==> src/rtl/mem_port_arbiter_pkg.sv <==
// Shared types and default constants for the fetch/data memory port arbiter.
package mem_port_arbiter_pkg;

  localparam int unsigned DEF_AWIDTH         = 14;
  localparam int unsigned DEF_DWIDTH         = 32;
  localparam int unsigned DEF_MAX_DATA_BURST = 4;
  localparam int unsigned BURST_W            = 4;
  localparam int unsigned STALL_W            = 32;

  typedef enum logic [1:0] {
    OWN_NONE  = 2'd0,
    OWN_FETCH = 2'd1,
    OWN_DATA  = 2'd2
  } owner_e;

  typedef enum logic {
    PRI_DATA  = 1'b0,
    PRI_FETCH = 1'b1
  } arb_state_e;

  // Keeps an out-of-range burst parameter inside what burst_cnt can reach.
  function automatic logic [BURST_W-1:0] burst_limit(input int unsigned max_burst);
    if (max_burst < 1) begin
      return BURST_W'(1);
    end
    if (max_burst > 15) begin
      return BURST_W'(15);
    end
    return BURST_W'(max_burst);
  endfunction

endpackage

==> src/rtl/mem_port_arbiter_stall_counter.sv <==
// Saturating up-counter with enable; sticks at all-ones instead of wrapping.
module arb_stall_counter #(
  parameter int unsigned WIDTH = 32
) (
  input  logic             clk_i,
  input  logic             rst_ni,
  input  logic             en_i,
  output logic [WIDTH-1:0] cnt_o
);

  logic [WIDTH-1:0] cnt_q;
  logic [WIDTH-1:0] cnt_d;

  always_comb begin
    cnt_d = cnt_q;
    if (en_i && (cnt_q != '1)) begin
      cnt_d = cnt_q + WIDTH'(1);
    end
  end

  always_ff @(posedge clk_i or negedge rst_ni) begin
    if (!rst_ni) begin
      cnt_q <= '0;
    end else begin
      cnt_q <= cnt_d;
    end
  end

  assign cnt_o = cnt_q;

endmodule

==> src/rtl/mem_port_arbiter.sv <==
// Two-port (fetch/data) arbiter in front of a single-port synchronous RAM,
// with bounded data bursts so fetch cannot starve.
module mem_port_arbiter
  import mem_port_arbiter_pkg::*;
#(
  parameter int unsigned AWIDTH         = DEF_AWIDTH,
  parameter int unsigned DWIDTH         = DEF_DWIDTH,
  parameter int unsigned MAX_DATA_BURST = DEF_MAX_DATA_BURST
) (
  input  logic                  clk,
  input  logic                  rst,

  input  logic                  if_req_valid,
  input  logic [AWIDTH-1:0]     if_addr,
  output logic                  if_req_ready,
  output logic                  if_resp_valid,
  output logic [DWIDTH-1:0]     if_rdata,

  input  logic                  dm_req_valid,
  input  logic [AWIDTH-1:0]     dm_addr,
  input  logic [DWIDTH-1:0]     dm_wdata,
  input  logic [DWIDTH/8-1:0]   dm_we,
  output logic                  dm_req_ready,
  output logic                  dm_resp_valid,
  output logic [DWIDTH-1:0]     dm_rdata,

  output logic                  mem_en,
  output logic [DWIDTH/8-1:0]   mem_we,
  output logic [AWIDTH-1:0]     mem_addr,
  output logic [DWIDTH-1:0]     mem_wdata,
  input  logic [DWIDTH-1:0]     mem_rdata,

  output logic [STALL_W-1:0]    fetch_stall_cnt
);

  localparam logic [BURST_W-1:0] BURST_LIMIT = burst_limit(MAX_DATA_BURST);

  arb_state_e          state_q, state_d;
  logic [BURST_W-1:0]  burst_q, burst_d;
  owner_e              owner_q, owner_d;

  logic grant_if;
  logic grant_dm;
  logic fetch_stalled;

  // Grants are masked while reset is low so no handshake can complete then.
  always_comb begin
    grant_if = 1'b0;
    grant_dm = 1'b0;
    if (rst) begin
      if (state_q == PRI_FETCH) begin
        grant_if = if_req_valid;
        grant_dm = dm_req_valid & ~if_req_valid;
      end else begin
        grant_dm = dm_req_valid;
        grant_if = if_req_valid & ~dm_req_valid;
      end
    end
  end

  assign if_req_ready  = grant_if;
  assign dm_req_ready  = grant_dm;
  assign fetch_stalled = if_req_valid & ~grant_if;

  always_comb begin
    state_d = state_q;
    burst_d = burst_q;
    unique case (state_q)
      PRI_DATA: begin
        if (!if_req_valid) begin
          burst_d = '0;
        end else if (grant_dm) begin
          burst_d = burst_q + BURST_W'(1);
          if (burst_d == BURST_LIMIT) begin
            state_d = PRI_FETCH;
          end
        end else begin
          burst_d = '0;
        end
      end
      PRI_FETCH: begin
        state_d = PRI_DATA;
        burst_d = '0;
      end
      default: begin
        state_d = PRI_DATA;
        burst_d = '0;
      end
    endcase
  end

  always_comb begin
    owner_d = OWN_NONE;
    if (grant_if) begin
      owner_d = OWN_FETCH;
    end else if (grant_dm && (dm_we == '0)) begin
      owner_d = OWN_DATA;
    end
  end

  always_ff @(posedge clk or negedge rst) begin
    if (!rst) begin
      state_q <= PRI_DATA;
      burst_q <= '0;
      owner_q <= OWN_NONE;
    end else begin
      state_q <= state_d;
      burst_q <= burst_d;
      owner_q <= owner_d;
    end
  end

  always_comb begin
    mem_en    = grant_if | grant_dm;
    mem_we    = '0;
    mem_addr  = '0;
    mem_wdata = '0;
    if (grant_dm) begin
      mem_we    = dm_we;
      mem_addr  = dm_addr;
      mem_wdata = dm_wdata;
    end else if (grant_if) begin
      mem_addr  = if_addr;
    end
  end

  assign if_resp_valid = (owner_q == OWN_FETCH);
  assign dm_resp_valid = (owner_q == OWN_DATA);
  assign if_rdata      = mem_rdata;
  assign dm_rdata      = mem_rdata;

  arb_stall_counter #(
    .WIDTH (STALL_W)
  ) u_stall (
    .clk_i  (clk),
    .rst_ni (rst),
    .en_i   (fetch_stalled),
    .cnt_o  (fetch_stall_cnt)
  );

endmodule

==> config.mk <==
export PLATFORM = sky130hd
export DESIGN_NAME = mem_port_arbiter
export DESIGN_NICKNAME = d
export VERILOG_FILES = /design/src/rtl/mem_port_arbiter_pkg.sv /design/src/rtl/mem_port_arbiter_stall_counter.sv /design/src/rtl/mem_port_arbiter.sv
export SDC_FILE = /design/constraint.sdc
export NUM_CORES = 1
export LEC_CHECK = 0
export CORE_MARGIN = 10
export CORE_UTILIZATION = 32
export CTS_CLUSTER_SIZE = 28
export DETAILED_ROUTE_END_ITERATION = 7
export GPL_TIMING_DRIVEN = 0
export MAX_ROUTING_LAYER = met4
export PLACE_DENSITY = 0.82
export SETUP_SLACK_MARGIN = 0.3
export SLEW_MARGIN = 15
export SYNTH_ARGS = -nofsm -noshare
export SYNTH_HDL_FRONTEND = slang
export SYNTH_HIERARCHICAL = 1
export SYNTH_SLANG_ARGS = --single-unit
==> constraint.sdc <==
create_clock -name clk -period 2.4 [get_ports clk]
set_clock_uncertainty 0.15 [all_clocks]
set_input_delay 0.6 -clock clk [delete_from_list [all_inputs] [get_ports clk]]
set_output_delay 0.6 -clock clk [all_outputs]
set_load 0.02 [all_outputs]
# [Word level (Yosys, flattened, before mapping)]
# Index checks and enable logic that the tools add are counted.
[word_totals] regBits=39 latchBits=0 mem_bits_rw=0 rom_bits=0 output_inout_bits=151 elab_cells=38 mem_count=0
[classes] addsub=2 n_mul=0 div=0 n_lt_le_gt_ge=0 n_eq_ne=4 shift=0 muxes=17 bitwise_logic=8 n_reduce_logical=3
[op_table] cell="$add A32 B1 Y32 const B" n=1
[op_table] cell="$mux W32" n=1
[op_table] cell="$ne A32 B32 Y1 const B" n=1
[op_table] cell="$mux W14" n=2
[op_table] cell="$mux W4" n=3
[op_table] cell="$pmux W4 S2" n=1
[op_table] cell="$mux W1" n=7
[op_table] cell="$add A4 B1 Y4 const B" n=1
[op_table] cell="$eq A4 B3 Y1 const B" n=1
[op_table] cell="$logic_not A4 Y1" n=1
[op_table] cell="$mux W2" n=2
[op_table] cell="$not A1 Y1" n=4
[op_table] cell="$and A1 B1 Y1" n=3
[op_table] cell="$eq A2 B1 Y1 const B" n=1
[op_table] cell="$eq A2 B2 Y1 const B" n=1
[op_table] cell="$logic_and A1 B1 Y1" n=2
[op_table] cell="$pmux W1 S2" n=1
[op_table] cell="$or A1 B1 Y1" n=1

# [Longest topological paths before layout]
# Gate-level depths: netlist (run 1).
[depth] ltp_word=7 depth_mapped=9 depth_no_buf=8

# [Cells and area by module]
# Netlist (run 1), hierarchy kept.
[modules_own_cells] mod="arb_stall_counter" instances=1 cells_each=151 area_per_inst_um2=1624.1
[modules_own_cells] mod="mem_port_arbiter" instances=1 cells_each=149 area_per_inst_um2=1217.4

# [Worst setup path after synthesis (run 1)]
# Ideal clock, no wire load.
[synth_path] kind="input -> register" start="input port dm_req_valid" end="register u_stall.cnt_q[15] (netlist: u_stall/cnt_o[15])" setup_time_ns=0.125 arrival_ns=2.014 slack_ns=0.111 stages=8 n_path_buf=1 path_cell_list="nor2b_4 nor2_4 and2b_2 and3_1 nor2b_1 clkbuf_1 nand3_1 mux2_2"
[synth_via] elab_chain_len=7
[synth_lines] element="start, declared" line_no="mem_port_arbiter.sv:19" source="input logic dm_req_valid,"
[synth_lines] element="$not A1 Y1" line_no="mem_port_arbiter.sv:56" source="grant_if = if_req_valid & ~dm_req_valid;"
[synth_lines] element="$and A1 B1 Y1" line_no="mem_port_arbiter.sv:56"
[synth_lines] element="$mux W1" line_no="mem_port_arbiter.sv:51" source="if (state_q == PRI_FETCH) begin"
[synth_lines] element="$mux W1" line_no="mem_port_arbiter.sv:50" source="if (rst) begin"
[synth_lines] element="$not A1 Y1" line_no="mem_port_arbiter.sv:63" source="assign fetch_stalled = if_req_valid & ~grant_if;"
[synth_lines] element="$and A1 B1 Y1" line_no="mem_port_arbiter.sv:63"
[synth_lines] element="named net fetch_stalled" line_no="mem_port_arbiter.sv:44" source="logic fetch_stalled;"
[synth_lines] element="$logic_and A1 B1 Y1" line_no="mem_port_arbiter_stall_counter.sv:16" source="if (en_i && (cnt_q != '1)) begin"
[synth_lines] element="end signal, assigned" line_no="mem_port_arbiter_stall_counter.sv:25" source="cnt_q <= cnt_d;"
[synth_lines] element="end, declared" line_no="mem_port_arbiter_stall_counter.sv:11" source="logic [WIDTH-1:0] cnt_q;"
# The timed path passes the listed nets, and every way through them passes these cells.
# A chain may end at the register's enable or synchronous reset.

# [Worst setup path in the final report (run 1)]
[layout_path] start="input port rst" end="register u_stall.cnt_q[15] (netlist: u_stall/cnt_o[15])"
[layout_via] elab_chain_len=4
[layout_lines] element="start, declared" line_no="mem_port_arbiter.sv:11" source="input logic rst,"
[layout_lines] element="$mux W1" line_no="mem_port_arbiter.sv:50"
[layout_lines] element="$not A1 Y1" line_no="mem_port_arbiter.sv:63"
[layout_lines] element="$and A1 B1 Y1" line_no="mem_port_arbiter.sv:63"
[layout_lines] element="named net fetch_stalled" line_no="mem_port_arbiter.sv:44"
[layout_lines] element="$logic_and A1 B1 Y1" line_no="mem_port_arbiter_stall_counter.sv:16"
# The timed path passes the listed nets, and every way through them passes these cells.

==> reports/qor.csv, run 1 <==
metric,value,unit
crit path max-delay cell type,mux2_4,
io pins,251,
Crit Reg-Reg Endpoint,u_stall/cnt_o[15]$_DFFE_PN0P_,
Initial Utilization,32.7,%
Synth area leader,dfrtp_1,
M1 GR Usage,19.0,%
Fin. Hold Viols,0,
crit path to,u_stall/cnt_o[15]$_DFFE_PN0P_,
die area,13000,um2
pwr dens,406,nW/um2
Critical Path Most Common Cell,buf_16,
Crit Path Class,in -> reg,
First-pass DRT Iterations,4,
Clock Latency Late Sink,280,ps
Final Util,70.3,%
critical path startpoint category,input pin,
die height,114,um
DP HPWL,10.6,mm
Crit. End Element,register,
Post-synth EDFFs,0,
Crit path arrival time,2380,ps
Synth Cell Area,2840,um2
Clock H-tree levels,2,
die width,114,um
hold buffer count at CTS,0,
post-route setup TNS,0,ps
routed wire length,14.1,mm
Highest Clock Rate,423,MHz
Worst-Margin Slew,502,ps
R2R Setup Slk,210,ps
antenna-violating nets left,0,
most frequent cells after synthesis,"65 x buf_4, 39 x dfrtp_1, 37 x and2_1, 25 x xnor2_1, 18 x nand2_1",
post-synthesis sequential area ratio,34.3,%
R2R cell count,9,
CTS tree,done,
Area Growth Syn to Fin,115,%
post-synthesis sequential element count,39,
routed vias,3216,
CP Cell Sequence,"buf_16, buf_16, buf_4, nand2_4, nor2_4, and2b_2, and3_4, nor2b_4, buf_8, buf_6, nand3_2, mux2_4",
"Setup violations, final",0,
global placer's final weighted congestion,0.854,
Relative slew margins,66.3,%
RSZ-0062 raised after global routing,true,
Filler cells,592,
DRC,0,
Worst R2R Start,state_q$_DFF_PN0_,
Post-layout nets,667,
FP Rows,34,
initial DRC count,184,
"Slew Viols, Final",0,
Period minus WS final,2360,ps
layout cells sized above 1,44.7,%
Synth cell types,42,
worst hold path class,in -> async,
M3 GR Usage,6.18,%
Via-to-Cell Ratio,4.77,
vias in the first global route,3300,
"count leader, synth",buf_4,
clk buf depth,2,
synth warn,6,
Syn Area/Cell,9.47,um2
first-pass GRT wire length,19.4,mm
Mapped Nets,402,
final std cells w/o fill,674,
routing usage on met2,36.6,%
pre-CTS WS,-1060,ps
max-cap violation count,0,
"Async S/R FF share, synth",100,%
largest net degree at the start of global routing,13,
status,finished clean,
Inserted Clock Buffers,5,
Placeable Area,8680,um2
Total GRT Usage,19.3,%
WP data required,2420,ps
DP Cell Count,627,
Most used DFF post-synth,dfrtp_1,
cells after synthesis,300,
GRT Residual Overflow,0,
VDD IR max,0.000560,V
leakage power,2.91,nW
period utilisation layout,98.5,%
grt peak-use layer,met2,
Synth area leaders,"dfrtp_1 34%, buf_4 17%, and2_1 8.1%, xnor2_1 7.7%, nand4_1 3.3%",
share of the synthesized area in the top cell type,34.3,%
worst hold slack,81.0,ps
worst stage delay on the critical path,300,ps
root buf cell,clkbuf_8,
Worst Setup SP,rst,
initial antenna violation count,0,
PnR worst setup slack,37.0,ps
CP max FO,5,
Avg WL per Cell,20.9,um
number of port buffers,218,
number of inserted diodes,0,
clk sinks,39,
clock slew at reported path FFs,80,ps
## per-stage QoR
stage / cell area (um2) / power [mW]
after global placement: 5200 / 1.74
after detailed placement: 5220 / 1.76
after global routing: 6100 / 2.58
after floorplan: 2880 / 1.25
final: 6100 / 2.47
after CTS: 5790 / 2.41
## layer usage
metal | routed length [um] | part of all wire, %
met4 | 208 | 1.5
met1 | 4970 | 35
met2 | 7670 | 54
met3 | 1250 | 8.9
met5 | 0 | 0
## power breakdown
group	leakage [nW]	switching [mW]	internal, mW
registers	0.502	0.0916	0.717
logic	2.35	0.510	0.596
clock network	0.0612	0.223	0.336
## sequential cells by signal, indices dropped and copies added, names as in the netlist
name           flops
u_stall/cnt_o     32
state_q            1
burst_q            4
owner_q            2
## logic make-up after synthesis
kind of cell	after synthesis	share of synthesized area, %
xor gates and xnor gates	31	9.56
adders and majority gates	2	0.881
DFF	39	34.3
and+or+nand+nor	130	28.0
muxes	2	0.793
buffers and inverters	74	19.1
AOI/OAI and AO/OA	22	7.40
## worst min path at each step
stage | startpoint | endpoint | depth (start not counted)
global placement | burst_q[0]$_DFF_PN0_ | burst_q[0]$_DFF_PN0_ | 1
CTS | rst | u_stall/cnt_o[29]$_DFFE_PN0P_ | 2
detailed placement | burst_q[0]$_DFF_PN0_ | burst_q[0]$_DFF_PN0_ | 1
finish | rst | u_stall/cnt_o[29]$_DFFE_PN0P_ | 2
global route | rst | u_stall/cnt_o[13]$_DFFE_PN0P_ | 1
floorplan | rst | burst_q[0]$_DFF_PN0_ | 0
## worst max-delay path, delay by kind of cell
| family | cells | cell delay (ps) |
|---|---|---|
| simple gates | 6 | 910 |
| mux | 1 | 300 |
| buf+inv | 5 | 560 |
## placed cells by master, fill, tap and decap left out, types with 3 or more instances in the layout
master,count
dlymetal6s2s_1,4
xor2_1,6
dlygate4sd2_1,25
and4_1,4
nand3_2,3
a22o_4,11
nor2_1,10
and2_1,27
clkdlybuf4s50_1,133
nor3_4,3
a22o_1,3
nand3_4,3
nand2_1,13
buf_4,102
nor4_4,3
clkbuf_8,10
nand4_1,15
dfrtp_2,18
buf_2,3
buf_8,3
nor2_4,3
xnor2_1,24
dfrtp_1,21
buf_16,3
and2_4,10
buf_6,49
nand3_1,12
nand2_2,4
## layout make-up
class                           instances  area, um2  area share [%]
Multi-Input combinational cell        187       1620            26.6
Clock inverter                          2       35.0           0.574
Timing Repair Buffer                  258       2630            43.1
Buffer                                 72        589            9.66
Inverter                                2       7.51           0.123
Sequential cell                        39        998            16.4
Clock buffer                            6       82.6            1.35
Tap cell                              108        135            2.21
## what timing repair did
action / in CTS / in global routing
cloned: 5 / 0
buffers inserted: 15 / 19
setup endpoints to repair: 108 / 85
gates resized for setup: 394 / 44
pin swaps: 25 / 35
Note: power is estimated with default switching activity, not from simulation.
==> inputs of run 2 (changes only) <==
--- a/config.mk
+++ b/config.mk
@@ -10,7 +10,6 @@
 export CTS_CLUSTER_SIZE = 28
 export DETAILED_ROUTE_END_ITERATION = 7
 export GPL_TIMING_DRIVEN = 0
-export MAX_ROUTING_LAYER = met4
 export PLACE_DENSITY = 0.82
 export SETUP_SLACK_MARGIN = 0.3
 export SLEW_MARGIN = 15
==> run 2 against run 1 <==
Worst hold slack worse by 6.0 ps. Cell area is 0.84% lower. Sequential share of layout area is 0.056 points higher. Combinational power hardly changed. Largest cell class unchanged. Highest routed layer unchanged.
==> reports/qor.csv, run 2 (synthesized netlist as in run 1, its figures left out) <==
metric,value,unit,change
status,finished clean,,
max-cap violation count,0,,unchanged
Total GRT Usage,19.4,%,+0.025 points
routed vias,3201,,-0.47%
root buf cell,clkbuf_8,,
number of port buffers,218,,unchanged
Relative slew margins,76.3,%,+10 points
R2R Setup Slk,110,ps,-100 ps
Period minus WS final,2380,ps,+16.6 ps
hold buffer count at CTS,0,,unchanged
Clock H-tree levels,2,,unchanged
GRT Residual Overflow,0,,unchanged
Post-DP Area,5220,um2,unchanged
DRC,0,,unchanged
Crit Path Class,in -> out,,
"Setup violations, final",0,,unchanged
CP Cell Sequence,"buf_16, buf_16, nand2_4, a21oi_4, buf_12, clkbuf_8, a22o_4, buf_6",,
worst hold slack,75.0,ps,-5.97 ps
Final Total Pwr,2.41,mW,-2.6%
io pins,251,,unchanged
vias in the first global route,3333,,+1.0%
max reg flops,32,,unchanged
post-route setup TNS,0,ps,unchanged
Clock Latency Late Sink,290,ps,about the same
die area,13000,um2,unchanged
Initial Utilization,32.7,%,unchanged
DP HPWL,10.7,mm,+1.0%
largest net degree at the start of global routing,13,,unchanged
Crit Reg-Reg Endpoint,u_stall/cnt_o[29]$_DFFE_PN0P_,,
CP bufs+invs,5,,unchanged
die height,114,um,unchanged
clock slew at reported path FFs,80,ps,about the same
R2R cell count,9,,unchanged
Filler cells,634,,+7.1%
WP data required,1650,ps,-770 ps
Worst-Margin Slew,353,ps,-149 ps
post-route cell area,6050,um2,-0.84%
VDD IR max,0.000356,V,-36%
initial DRC count,186,,+1.1%
leakage power,2.92,nW,+0.36%
"CP delay by family, top",buffers and inverters,,
Avg WL per Cell,21.7,um,+3.8%
worst stage delay on the critical path,260,ps,-40 ps
most frequent cells in the layout,"129 x clkdlybuf4s50_1, 91 x buf_4, 52 x buf_6",,
"Slew Viols, Final",0,,unchanged
Critical Path Most Common Cell,buf_16,,
pwr dens,399,nW/um2,-1.7%
global placer's final weighted congestion,0.847,,-0.89%
layout cells sized above 1,44.0,%,-0.71 points
crit path max-delay cell type,a22o_4,,
Worst R2R Start,state_q$_DFF_PN0_,,
Crit. End Element,primary output,,
Highest Clock Rate,420,MHz,-0.70%
CTS tree,done,,
initial antenna violation count,1,,+1
clk sinks,39,,unchanged
Post-layout nets,658,,-1.3%
period utilisation layout,99.1,%,+0.69 points
First-pass DRT Iterations,4,,unchanged
Via-to-Cell Ratio,4.81,,+0.73%
worst hold path class,in -> async,,
routed wire length,14.5,mm,+2.5%
die width,114,um,unchanged
clk buf depth,2,,unchanged
critical path startpoint category,input pin,,
"most common cell after layout, fill and taps aside",clkdlybuf4s50_1,,
Fin. Hold Viols,0,,unchanged
Crit path arrival time,1630,ps,-750 ps
antenna-violating nets left,0,,unchanged
RSZ-0062 raised after global routing,true,,
Area Growth Syn to Fin,113,%,
Placeable Area,8680,um2,unchanged
Inserted Clock Buffers,5,,unchanged
FP Rows,34,,unchanged
first-pass GRT wire length,20.0,mm,+3.3%
CP max FO,7,,+2
## run 2: per-layer routing
layer	up-vias	global-route usage, %	routed length (um)
li1	1481	-	-
met1	1551	19.7	4960
met2	155	36.6	7990
met3	14	7.29	1370
met4	0	3.84	143
met5	-	0	0
## run 2: worst max-delay path by stage
stage | to | cells after the start | slack, ps | startpoint
floorplan | u_stall/cnt_o[15]$_DFFE_PN0P_ | 8 | 160 | dm_req_valid
global placement | mem_addr[3] | 6 | -2450 | rst
detailed placement | mem_addr[3] | 7 | -1060 | rst
CTS | mem_addr[3] | 8 | 60 | rst
global route | u_stall/cnt_o[29]$_DFFE_PN0P_ | 12 | -30 | rst
finish | mem_addr[11] | 8 | 20 | rst
## run 2: where the power goes
group | switching [mW] | internal, mW | leakage, nW
combinational | 0.527 | 0.606 | 2.36
sequential | 0.101 | 0.718 | 0.509
clock | 0.226 | 0.232 | 0.0482
## run 2: stage by stage
step | worst slack [ps] | cells | utilization (%)
after floorplan | 158 | 300 | -
after global placement | -2450 | 626 | 59.9
after detailed placement | -1060 | 627 | 60.1
after CTS | 64.1 | 655 | 66.3
after global routing | -30.0 | 666 | 69.7
final | 20.4 | 666 | 69.7
## run 2: worst register-to-register path: cells and delay by family (launching register included)
kind          cells  cell delay [ps]
xor+xnor          1              230
flops             1              450
buf+inv           1              130
simple gates      7             1240
## run 2: final cells by class
type | instances | area (um2) | area share [%]
diodes | 1 | 2.50 | 0.0414
plain buffers | 72 | 587 | 9.70
clock buffers | 7 | 86.3 | 1.43
clock inverters | 1 | 5.00 | 0.0827
inverters | 2 | 7.51 | 0.124
multi-input cells | 187 | 1650 | 27.3
flip-flops and latches | 39 | 993 | 16.4
well taps | 108 | 135 | 2.23
repair buffers | 249 | 2580 | 42.7
## run 2: timing repair
item / 4_1_cts / 5_1_grt
resized for setup: 392 / 53
buffers inserted: 15 / 10
endpoints found under the setup margin: 108 / 90
cloned: 5 / 0
pin swaps: 19 / 32
